$ cat config.mk
export PLATFORM = sky130hd
export DESIGN_NAME = lsu_flat
export DESIGN_NICKNAME = d
export VERILOG_FILES = /design/src/rtl/lsu_pkg.sv /design/src/rtl/lsu_if.sv /design/src/rtl/lsu_align.sv /design/src/rtl/lsu.sv /design/src/flat_wrapper.sv
export SDC_FILE = /design/constraint.sdc
export NUM_CORES = 1
export LEC_CHECK = 0
export ABC_CLOCK_PERIOD_IN_PS = 6300
export BUFFER_PORTS_ARGS = -buffer_cell sky130_fd_sc_hd__buf_2
export CAP_MARGIN = 10
export CORE_MARGIN = 4
export CORE_UTILIZATION = 54
export DETAILED_ROUTE_END_ITERATION = 8
export GPL_ROUTABILITY_DRIVEN = 0
export PLACE_DENSITY = 0.86
export SYNTH_ARGS = -nofsm -noshare
export SYNTH_HDL_FRONTEND = slang
export SYNTH_SLANG_ARGS = --single-unit
$ cat constraint.sdc
create_clock -name clk -period 6.3 [get_ports clk]
set_clock_uncertainty 0.15 [all_clocks]
set_input_delay 0.315 -clock clk [delete_from_list [all_inputs] [get_ports clk]]
set_output_delay 0.315 -clock clk [all_outputs]
set_load 0.03 [all_outputs]
$ cat src/rtl/lsu_pkg.sv
// Shared definitions for the MEM-stage load/store unit: funct3 codes, FSM encoding,
// and the request legality check used in the accept cycle.
package lsu_pkg;
  localparam int XLEN = 32;
  localparam int AW   = 5;

  localparam logic [2:0] F3_LB  = 3'd0;
  localparam logic [2:0] F3_LH  = 3'd1;
  localparam logic [2:0] F3_LW  = 3'd2;
  localparam logic [2:0] F3_LBU = 3'd4;
  localparam logic [2:0] F3_LHU = 3'd5;
  localparam logic [2:0] F3_SB  = 3'd0;
  localparam logic [2:0] F3_SH  = 3'd1;
  localparam logic [2:0] F3_SW  = 3'd2;

  typedef enum logic [1:0] {
    S_IDLE     = 2'd0,
    S_LD_WAIT  = 2'd1,
    S_LD_RESP  = 2'd2,
    S_ST_MERGE = 2'd3
  } lsu_state_e;

  // Illegal funct3 or an access not naturally aligned to its size.
  function automatic logic req_fault(input logic we, input logic [2:0] f3,
                                     input logic [1:0] off);
    logic bad_f3;
    logic misaligned;
    bad_f3 = we ? (f3 > F3_SW) : ((f3 == 3'd3) || (f3[2:1] == 2'b11));
    case (f3[1:0])
      2'd1:    misaligned = off[0];
      2'd2:    misaligned = (off != 2'd0);
      default: misaligned = 1'b0;
    endcase
    return bad_f3 || misaligned;
  endfunction
endpackage

$ cat src/rtl/lsu_if.sv
// Pipeline request/response and data-memory port bundle for the LSU.
interface lsu_if;
  import lsu_pkg::*;

  // req_valid is sampled only when the LSU is idle; while stall=1 the pipeline
  // holds the same request, and it advances at the end of the first cycle with stall=0.
  logic            req_valid;
  logic            req_we;
  logic [2:0]      req_funct3;
  logic [XLEN-1:0] req_addr;
  logic [XLEN-1:0] req_wdata;
  logic [4:0]      req_rd;
  logic            stall;
  logic            resp_valid;
  logic [XLEN-1:0] resp_data;
  logic [4:0]      resp_rd;
  logic            fault;
  logic [AW-1:0]   mem_addr;
  logic            mem_rd;
  logic            mem_wr;
  logic [XLEN-1:0] mem_wdata;
  logic [XLEN-1:0] mem_rdata;

  modport slave (
    input  req_valid, req_we, req_funct3, req_addr, req_wdata, req_rd, mem_rdata,
    output stall, resp_valid, resp_data, resp_rd, fault,
           mem_addr, mem_rd, mem_wr, mem_wdata
  );

  modport master (
    output req_valid, req_we, req_funct3, req_addr, req_wdata, req_rd, mem_rdata,
    input  stall, resp_valid, resp_data, resp_rd, fault,
           mem_addr, mem_rd, mem_wr, mem_wdata
  );
endinterface

$ cat src/rtl/lsu_align.sv
// Byte-lane handling: load extract with sign/zero extension, and sub-word store merge.
module lsu_align
  import lsu_pkg::*;
(
  input  logic [1:0]      off_i,
  input  logic [2:0]      funct3_i,
  input  logic [XLEN-1:0] rword_i,
  input  logic [XLEN-1:0] wdata_i,
  output logic [XLEN-1:0] ld_data_o,
  output logic [XLEN-1:0] st_word_o
);
  logic [7:0]  byte_sel;
  logic [15:0] half_sel;

  always_comb begin
    byte_sel  = rword_i[{off_i, 3'b000} +: 8];
    half_sel  = off_i[1] ? rword_i[31:16] : rword_i[15:0];
    ld_data_o = rword_i;
    case (funct3_i)
      F3_LB:   ld_data_o = {{24{byte_sel[7]}}, byte_sel};
      F3_LH:   ld_data_o = {{16{half_sel[15]}}, half_sel};
      F3_LBU:  ld_data_o = {24'd0, byte_sel};
      F3_LHU:  ld_data_o = {16'd0, half_sel};
      default: ld_data_o = rword_i;
    endcase

    st_word_o = rword_i;
    case (funct3_i[1:0])
      2'd0:    st_word_o[{off_i, 3'b000} +: 8]     = wdata_i[7:0];
      2'd1:    st_word_o[{off_i[1], 4'b0000} +: 16] = wdata_i[15:0];
      default: st_word_o = wdata_i;
    endcase
  end
endmodule

$ cat src/rtl/lsu.sv
// MEM-stage load/store unit: word-wide memory access, lane extraction, and
// read-modify-write for byte/halfword stores, stalling the pipeline while busy.
module lsu
  import lsu_pkg::*;
(
  input  logic       clk,
  input  logic       reset,
  lsu_if.slave       bus,
  output lsu_state_e dbg_state_o
);
  lsu_state_e      state_q, state_d;
  logic [2:0]      f3_q;
  logic [1:0]      off_q;
  logic [AW-1:0]   addr_q;
  logic [XLEN-1:0] wdata_q;
  logic [4:0]      rd_q;
  logic [XLEN-1:0] resp_data_q, resp_data_d;
  logic            accept;
  logic [XLEN-1:0] ld_data;
  logic [XLEN-1:0] st_word;
  logic            unused_addr_hi;

  // Addresses wrap modulo the memory size; the upper bits carry no meaning here.
  assign unused_addr_hi = ^bus.req_addr[XLEN-1:AW+2];

  lsu_align u_align (
    .off_i     (off_q),
    .funct3_i  (f3_q),
    .rword_i   (bus.mem_rdata),
    .wdata_i   (wdata_q),
    .ld_data_o (ld_data),
    .st_word_o (st_word)
  );

  always_comb begin
    state_d        = state_q;
    accept         = 1'b0;
    resp_data_d    = resp_data_q;
    bus.stall      = 1'b0;
    bus.fault      = 1'b0;
    bus.resp_valid = 1'b0;
    bus.mem_rd     = 1'b0;
    bus.mem_wr     = 1'b0;
    bus.mem_addr   = addr_q;
    bus.mem_wdata  = '0;
    case (state_q)
      S_IDLE: begin
        bus.mem_addr = bus.req_addr[AW+1:2];
        if (bus.req_valid) begin
          if (req_fault(bus.req_we, bus.req_funct3, bus.req_addr[1:0])) begin
            bus.fault = 1'b1;
          end else begin
            accept = 1'b1;
            if (bus.req_we && bus.req_funct3 == F3_SW) begin
              bus.mem_wr    = 1'b1;
              bus.mem_wdata = bus.req_wdata;
            end else begin
              // Loads and sub-word stores both need the old word first.
              bus.mem_rd = 1'b1;
              bus.stall  = 1'b1;
              state_d    = bus.req_we ? S_ST_MERGE : S_LD_WAIT;
            end
          end
        end
      end
      S_LD_WAIT: begin
        bus.stall   = 1'b1;
        resp_data_d = ld_data;
        state_d     = S_LD_RESP;
      end
      S_LD_RESP: begin
        bus.resp_valid = 1'b1;
        state_d        = S_IDLE;
      end
      S_ST_MERGE: begin
        bus.mem_wr    = 1'b1;
        bus.mem_wdata = st_word;
        state_d       = S_IDLE;
      end
      default: state_d = S_IDLE;
    endcase
    if (reset) begin
      accept         = 1'b0;
      bus.stall      = 1'b0;
      bus.fault      = 1'b0;
      bus.resp_valid = 1'b0;
      bus.mem_rd     = 1'b0;
      bus.mem_wr     = 1'b0;
      bus.mem_addr   = '0;
      bus.mem_wdata  = '0;
    end
  end

  always_ff @(posedge clk) begin
    if (reset) begin
      state_q     <= S_IDLE;
      f3_q        <= '0;
      off_q       <= '0;
      addr_q      <= '0;
      wdata_q     <= '0;
      rd_q        <= '0;
      resp_data_q <= '0;
    end else begin
      state_q     <= state_d;
      resp_data_q <= resp_data_d;
      if (accept) begin
        f3_q    <= bus.req_funct3;
        off_q   <= bus.req_addr[1:0];
        addr_q  <= bus.req_addr[AW+1:2];
        wdata_q <= bus.req_wdata;
        rd_q    <= bus.req_rd;
      end
    end
  end

  assign bus.resp_data = resp_data_q;
  assign bus.resp_rd   = rd_q;
  assign dbg_state_o   = state_q;
endmodule

$ cat src/flat_wrapper.sv
// flat-port wrapper written by rule: the top's interface ports become plain ports
module lsu_flat import lsu_pkg::*;
  (clk, reset, dbg_state_o, bus_req_valid, bus_req_we, bus_req_funct3, bus_req_addr, bus_req_wdata, bus_req_rd, bus_mem_rdata, bus_stall, bus_resp_valid, bus_resp_data, bus_resp_rd, bus_fault, bus_mem_addr, bus_mem_rd, bus_mem_wr, bus_mem_wdata);
  lsu_if bus_i ();
  input  logic clk;
  input  logic reset;
  output lsu_state_e dbg_state_o;
  input wire logic [$bits(bus_i.req_valid)-1:0] bus_req_valid;
  input wire logic [$bits(bus_i.req_we)-1:0] bus_req_we;
  input wire logic [$bits(bus_i.req_funct3)-1:0] bus_req_funct3;
  input wire logic [$bits(bus_i.req_addr)-1:0] bus_req_addr;
  input wire logic [$bits(bus_i.req_wdata)-1:0] bus_req_wdata;
  input wire logic [$bits(bus_i.req_rd)-1:0] bus_req_rd;
  input wire logic [$bits(bus_i.mem_rdata)-1:0] bus_mem_rdata;
  output wire logic [$bits(bus_i.stall)-1:0] bus_stall;
  output wire logic [$bits(bus_i.resp_valid)-1:0] bus_resp_valid;
  output wire logic [$bits(bus_i.resp_data)-1:0] bus_resp_data;
  output wire logic [$bits(bus_i.resp_rd)-1:0] bus_resp_rd;
  output wire logic [$bits(bus_i.fault)-1:0] bus_fault;
  output wire logic [$bits(bus_i.mem_addr)-1:0] bus_mem_addr;
  output wire logic [$bits(bus_i.mem_rd)-1:0] bus_mem_rd;
  output wire logic [$bits(bus_i.mem_wr)-1:0] bus_mem_wr;
  output wire logic [$bits(bus_i.mem_wdata)-1:0] bus_mem_wdata;
  assign bus_i.req_valid = bus_req_valid;
  assign bus_i.req_we = bus_req_we;
  assign bus_i.req_funct3 = bus_req_funct3;
  assign bus_i.req_addr = bus_req_addr;
  assign bus_i.req_wdata = bus_req_wdata;
  assign bus_i.req_rd = bus_req_rd;
  assign bus_i.mem_rdata = bus_mem_rdata;
  assign bus_stall = bus_i.stall;
  assign bus_resp_valid = bus_i.resp_valid;
  assign bus_resp_data = bus_i.resp_data;
  assign bus_resp_rd = bus_i.resp_rd;
  assign bus_fault = bus_i.fault;
  assign bus_mem_addr = bus_i.mem_addr;
  assign bus_mem_rd = bus_i.mem_rd;
  assign bus_mem_wr = bus_i.mem_wr;
  assign bus_mem_wdata = bus_i.mem_wdata;
  lsu u_core (.clk(clk), .reset(reset), .bus(bus_i), .dbg_state_o(dbg_state_o));
endmodule
-- Word-level counts from Yosys, hierarchy flattened
Index checks and enable logic that the tools add are counted.
- bits in registers: 81
- word-level logic and storage cells: 82
- bits of input ports: 108
- shift-type cells: 5
- magnitude comparators: 1
- multiplexer cells: 43
- reductions and logical operators: 9
- equality and inequality tests: 15
- add/sub/neg operators: 2
- operators by type and width (operator ; count):
    $mux 32 ; 4
    $pmux 32 s2 ; 2
    $pmux 32 s4 ; 1
    $bwmux 32 ; 2
    $shift 16x7->32 const A ; 1
    $shift 8x7->32 const A ; 1
    $shiftx 16x7->32 ; 1
    $shiftx 32x6->8 ; 1
    $shiftx 8x7->32 ; 1
    $mux 1 ; 23
    $mux 16 ; 1
    $neg 5->7 ; 2
    $mux 5 ; 2
    $eq 2x2->1 const B ; 4
    $mux 2 ; 4
    $eq 2x1->1 const B ; 3
    $eq 3x2->1 const B ; 2
    $eq 3x3->1 const B ; 2
    $ne 2x2->1 const B ; 3
    $pmux 1 s2 ; 3
    $pmux 2 s3 ; 1
    $logic_not 2->1 ; 2
    $eq 3x1->1 const B ; 1
    $gt 3x2->1 const B ; 1
    6 further kinds ; 7

-- Logic depth before layout (Yosys ltp)
- depth in word-level cells: 9
- depth in mapped cells: 10

-- Hierarchy
A second synthesis with hierarchy kept.
- cells, all modules: 631
- area total of the unflattened synthesis: 5540.3 um^2
- modules (own cells, without submodules) (module ; area each (um^2) ; cells each ; instances):
    lsu ; 3683.5 ; 350 ; 1
    lsu_align ; 1856.8 ; 281 ; 1

-- Worst setup path after synthesis
OpenSTA, ideal clock, no wires.
- path type: reg2out
- start: register u_core.off_q[1]
- end: output port bus_mem_wdata[0]
- arrival: 2.497 ns
- slack: 3.338 ns
- cell stages (with the launch flop): 10
- required time: 5.835 ns
- path through: dfxtp_1 clkbuf_1 inv_1 clkbuf_1 ha_1 nor3b_1 nor2_1 a21oi_1 a21oi_1 o2bb2ai_1
- cells in the longest elaborated chain, start to end: 6
- ends and longest elaborated chain (what ; RTL line ; RTL):
    from (decl) ; lsu.sv:13 ; logic [1:0] off_q;
    from (signal assigned) ; lsu.sv:108 ; off_q <= bus.req_addr[1:0];
    $neg 5->7 (on tied branches) ; lsu_align.sv:30, lsu_align.sv:29 ;
    $shiftx 16x7->32, or another cell as far along ; lsu_align.sv:30 ; 2'd1: st_word_o[{off_i[1], 4'b0000} +: 16] = wdata_i[15:0];
    $bwmux 32 (on tied branches) ; lsu_align.sv:30, lsu_align.sv:29 ;
    $pmux 32 s2 * ; lsu_align.sv:28 ; case (funct3_i[1:0])
    $pmux 32 s2 * ; lsu.sv:46 ; case (state_q)
    $mux 32 * ; lsu.sv:82 ; if (reset) begin
    to (decl) ; flat_wrapper.sv:23 ; output wire logic [$bits(bus_i.mem_wdata)-1:0] bus_mem_wdata;
Mark *: on every way between the ends. The rest lies on a longest branch, timed or not.

-- Final worst setup path
- start: register u_core.off_q[1]
- end: output port bus_mem_wdata[29]
Same word-level chain as after synthesis.

==> flow_summary.yaml <==
run:
  maxCapViolations: 0
die:
  start_util_pct: 55.6
  coreArea_um2: 9240
  die_area_um2: 11100
  row_count: 35
  die_w_um: 106
  num_io_pins: 189
  fp.dieH_um: 106
finish:
  fillers: 825
  drive_gt1_share_pct: 23.9
  fin_area_um2: 6180
  ff_latch_area_um2: 1620
  final_util_pct: 66.9
  finalNetCount: 939
  areaGrowthSynthToFinish_pct: 20.3
  layout_common_cells: "buf_2 (164), nand2_1 (144), a21oi_1 (92)"
  diodes: 0
  multi_input_area_um2: 3230
  layout_commonest_cell: "buf_2"
sta:
  setup_viol: 0
  min_period_over_period_pct: 64.7
  setup_ws_ns: 2.22
  rsz0062_at_grt: "no"
  hold_viol_final: 0
  finalCriticalPeriod_ns: 4.08
  setup_tns_ns: 0
  report.final.slew_viol_count: 0
  slew_headroom_pct: 33.4
  worst_pin_slew_ns: 0.999
  max_freq_mhz: 245
logic_synthesis:
  yosysWarnings: 0
  ys_types: 43
  syn_inst: 695
  ys_ff_latch: 81
  syn-num-nets: 815
  ys_seq_area_share_pct: 31.6
  syn_area_per_cell_um2: 7.39
  synth_area_um2: 5130
detailed_routing:
  routed_wl_mm: 17.7
  drtIter0Drc: 706
  route.detailed.drc: 0
  drtPass1Iterations: 8
  drt-vias-per-instance: 6.14
  num_vias: 5854
  routedWlPerCell_um: 18.6
  ant_nets: 0
clock_network:
  cts_setup_buffers: 0
  clock_latency_ns: 0.37
  cts-buffers-inserted: 9
  htreeDepth: 3
  cts_resized: 0
  cts_sinks: 81
  cts_root_buf: "clkbuf_8"
  max-clock-path-buffers: 2
  cts_tree: "yes"
  clk_pin_slew_ns: 0.09
  holdBufCountCts: 0
worst_setup_path:
  crit-reg2reg-capture: "u_core.wdata_q[10]$_SDFFE_PP0P_"
  cp_data_required_time_ns: 5.83
  endpoint_kind: "output port"
  reg2reg_slack_ns: 3.88
  timing.rr.start: "u_core.dbg_state_o[1]$_SDFFE_PP0P_"
  worstSetupPathType: "register to output port"
  start_kind: "register"
  reg2reg_depth: 6
  cp.arrival_ns: 3.61
  critical_path_peak_fanout: 43
outcome:
  status: "finished clean"
worst_hold_path:
  hold_path_class: "input port to register"
  hold_end: "u_core.bus.resp_rd[0]$_SDFFE_PP0P_"
  hp-start: "bus_req_rd[0]"
  hold_depth: 3
grt:
  grt_start_max_net_pins: 94
  grt_use_met3_pct: 7.47
  grt_pass1_wl_mm: 27.8
  overflow: 0
  antenna_found_initial: 0
  use_met2_pct: 49.5
  grt_use_met1_pct: 38.0
  grt_pass1_vias: 5632
  track_usage_pct: 30.7
  top_usage_layer: "met2"
placed_design:
  numPortBuffers: 163
  place_area_um2: 5920
  place.detailed.hpwl_mm: 12.4
  place_ws_ns: 2.41
pwr:
  power_density_nw_per_um2: 231
  peakVddDrop_mv: 0.134
  power_uw: 1430
  p_leak_uw: 0.00256
[power by group]
group          internal [µW]  leakage (µW)  switching (µW)
sequential               549      0.000661            30.7
combinational            130       0.00178             251
clock                    265      0.000117             203
total                    945       0.00256             485
[critical path, stage by stage, from the launching register on]
cell and delay (ns):
dfxtp_1 0.33, buf_4 0.43, inv_1 0.50, ha_1 0.49, nor4b_2 0.65, a21oi_1 0.19
o221ai_1 0.27, a22o_1 0.17, buf_2 0.19
[worst max-delay path by stage]
stage	from	end	cells after the start
floorplan	u_core.off_q[1]$_SDFFE_PP0P_	bus_mem_wdata[0]	9
global placement	u_core.off_q[1]$_SDFFE_PP0P_	bus_mem_wdata[17]	8
detailed placement	u_core.off_q[1]$_SDFFE_PP0P_	bus_mem_wdata[18]	8
CTS	u_core.off_q[1]$_SDFFE_PP0P_	bus_mem_wdata[16]	8
global route	u_core.off_q[1]$_SDFFE_PP0P_	bus_mem_wdata[29]	8
finish	u_core.off_q[1]$_SDFFE_PP0P_	bus_mem_wdata[29]	8
[through the flow]
step / instances / hold WS [ns]
after global placement: 935 / 0.290
after floorplan: 695 / 0.286
after global routing: 953 / 0.0265
final: 953 / 0.0203
after detailed placement: 935 / 0.296
after CTS: 951 / 0.0237
[logic make-up (layout without fill, tap and decap cells)]
group,count (synthesis),in the layout,share of synthesized area (%)
AND/OR/NAND/NOR,260,260,22.5
AO/OA/AOI/OAI,247,247,32.1
flip-flops,81,81,31.6
buffers and inverters,70,199,5.65
multiplexers,25,25,5.17
adder cells (fa/ha/maj),12,12,2.92
[per-layer routing]
layer / routed length, µm / vias to the layer above
li1: - / 2746
met1: 6810 / 2678
met2: 8220 / 338
met3: 1780 / 92
met4: 880 / 0
met5: 0 / -
[cell usage after synthesis]
cell | number | area, µm²
nor3b_1 | 1 | 7.51
nor2_1 | 56 | 210
or2_2 | 2 | 12.5
nor4bb_1 | 1 | 10.0
nor3_1 | 4 | 20.0
dfxtp_1 | 81 | 1620
clkbuf_1 | 49 | 184
a22oi_1 | 9 | 67.6
clkbuf_2 | 1 | 5.00
and4b_1 | 1 | 10.0
nor4_1 | 1 | 6.26
o21ai_0 | 21 | 105
a311oi_1 | 2 | 17.5
o31a_1 | 7 | 61.3
nor2b_1 | 33 | 206
a221oi_1 | 8 | 70.1
o21ai_1 | 2 | 10.0
buf_2 | 3 | 15.0
a22o_1 | 33 | 289
buf_1 | 3 | 11.3
mux2i_1 | 22 | 220
nand2b_1 | 12 | 75.1
inv_1 | 11 | 41.3
a311o_1 | 1 | 10.0
a211oi_1 | 23 | 173
mux4_2 | 1 | 22.5
nor4_4 | 1 | 21.3
o2bb2ai_1 | 13 | 114
o21a_1 | 1 | 7.51
and2_1 | 1 | 6.26
o22ai_1 | 16 | 100
a31oi_1 | 1 | 6.26
nor4b_2 | 1 | 15.0
nand3_1 | 1 | 5.00
or4_4 | 1 | 11.3
ha_1 | 12 | 150
a32o_1 | 1 | 10.0
mux2_2 | 2 | 22.5
o221ai_1 | 16 | 140
nand2_1 | 144 | 541
a21oi_1 | 92 | 460
buf_6 | 3 | 33.8
a32oi_1 | 1 | 8.76
[registers in the layout (all words and copies together), names as in the netlist]
name and count:
u_core.f3_q 3, u_core.off_q 2, u_core.wdata_q 32, u_core.bus.resp_data 32
u_core.bus.resp_rd 5, u_core.addr_q 5, u_core.dbg_state_o 2
[cell type report]
cell class	instances	area share (%)
tap	129	2.61
multi-input combinational	544	52.3
clock inverter	6	1.86
sequential	81	26.3
inverter	11	0.668
clock buffer	10	2.07
timing repair buffer	172	14.3
Power figures use the tool's default switching activity.
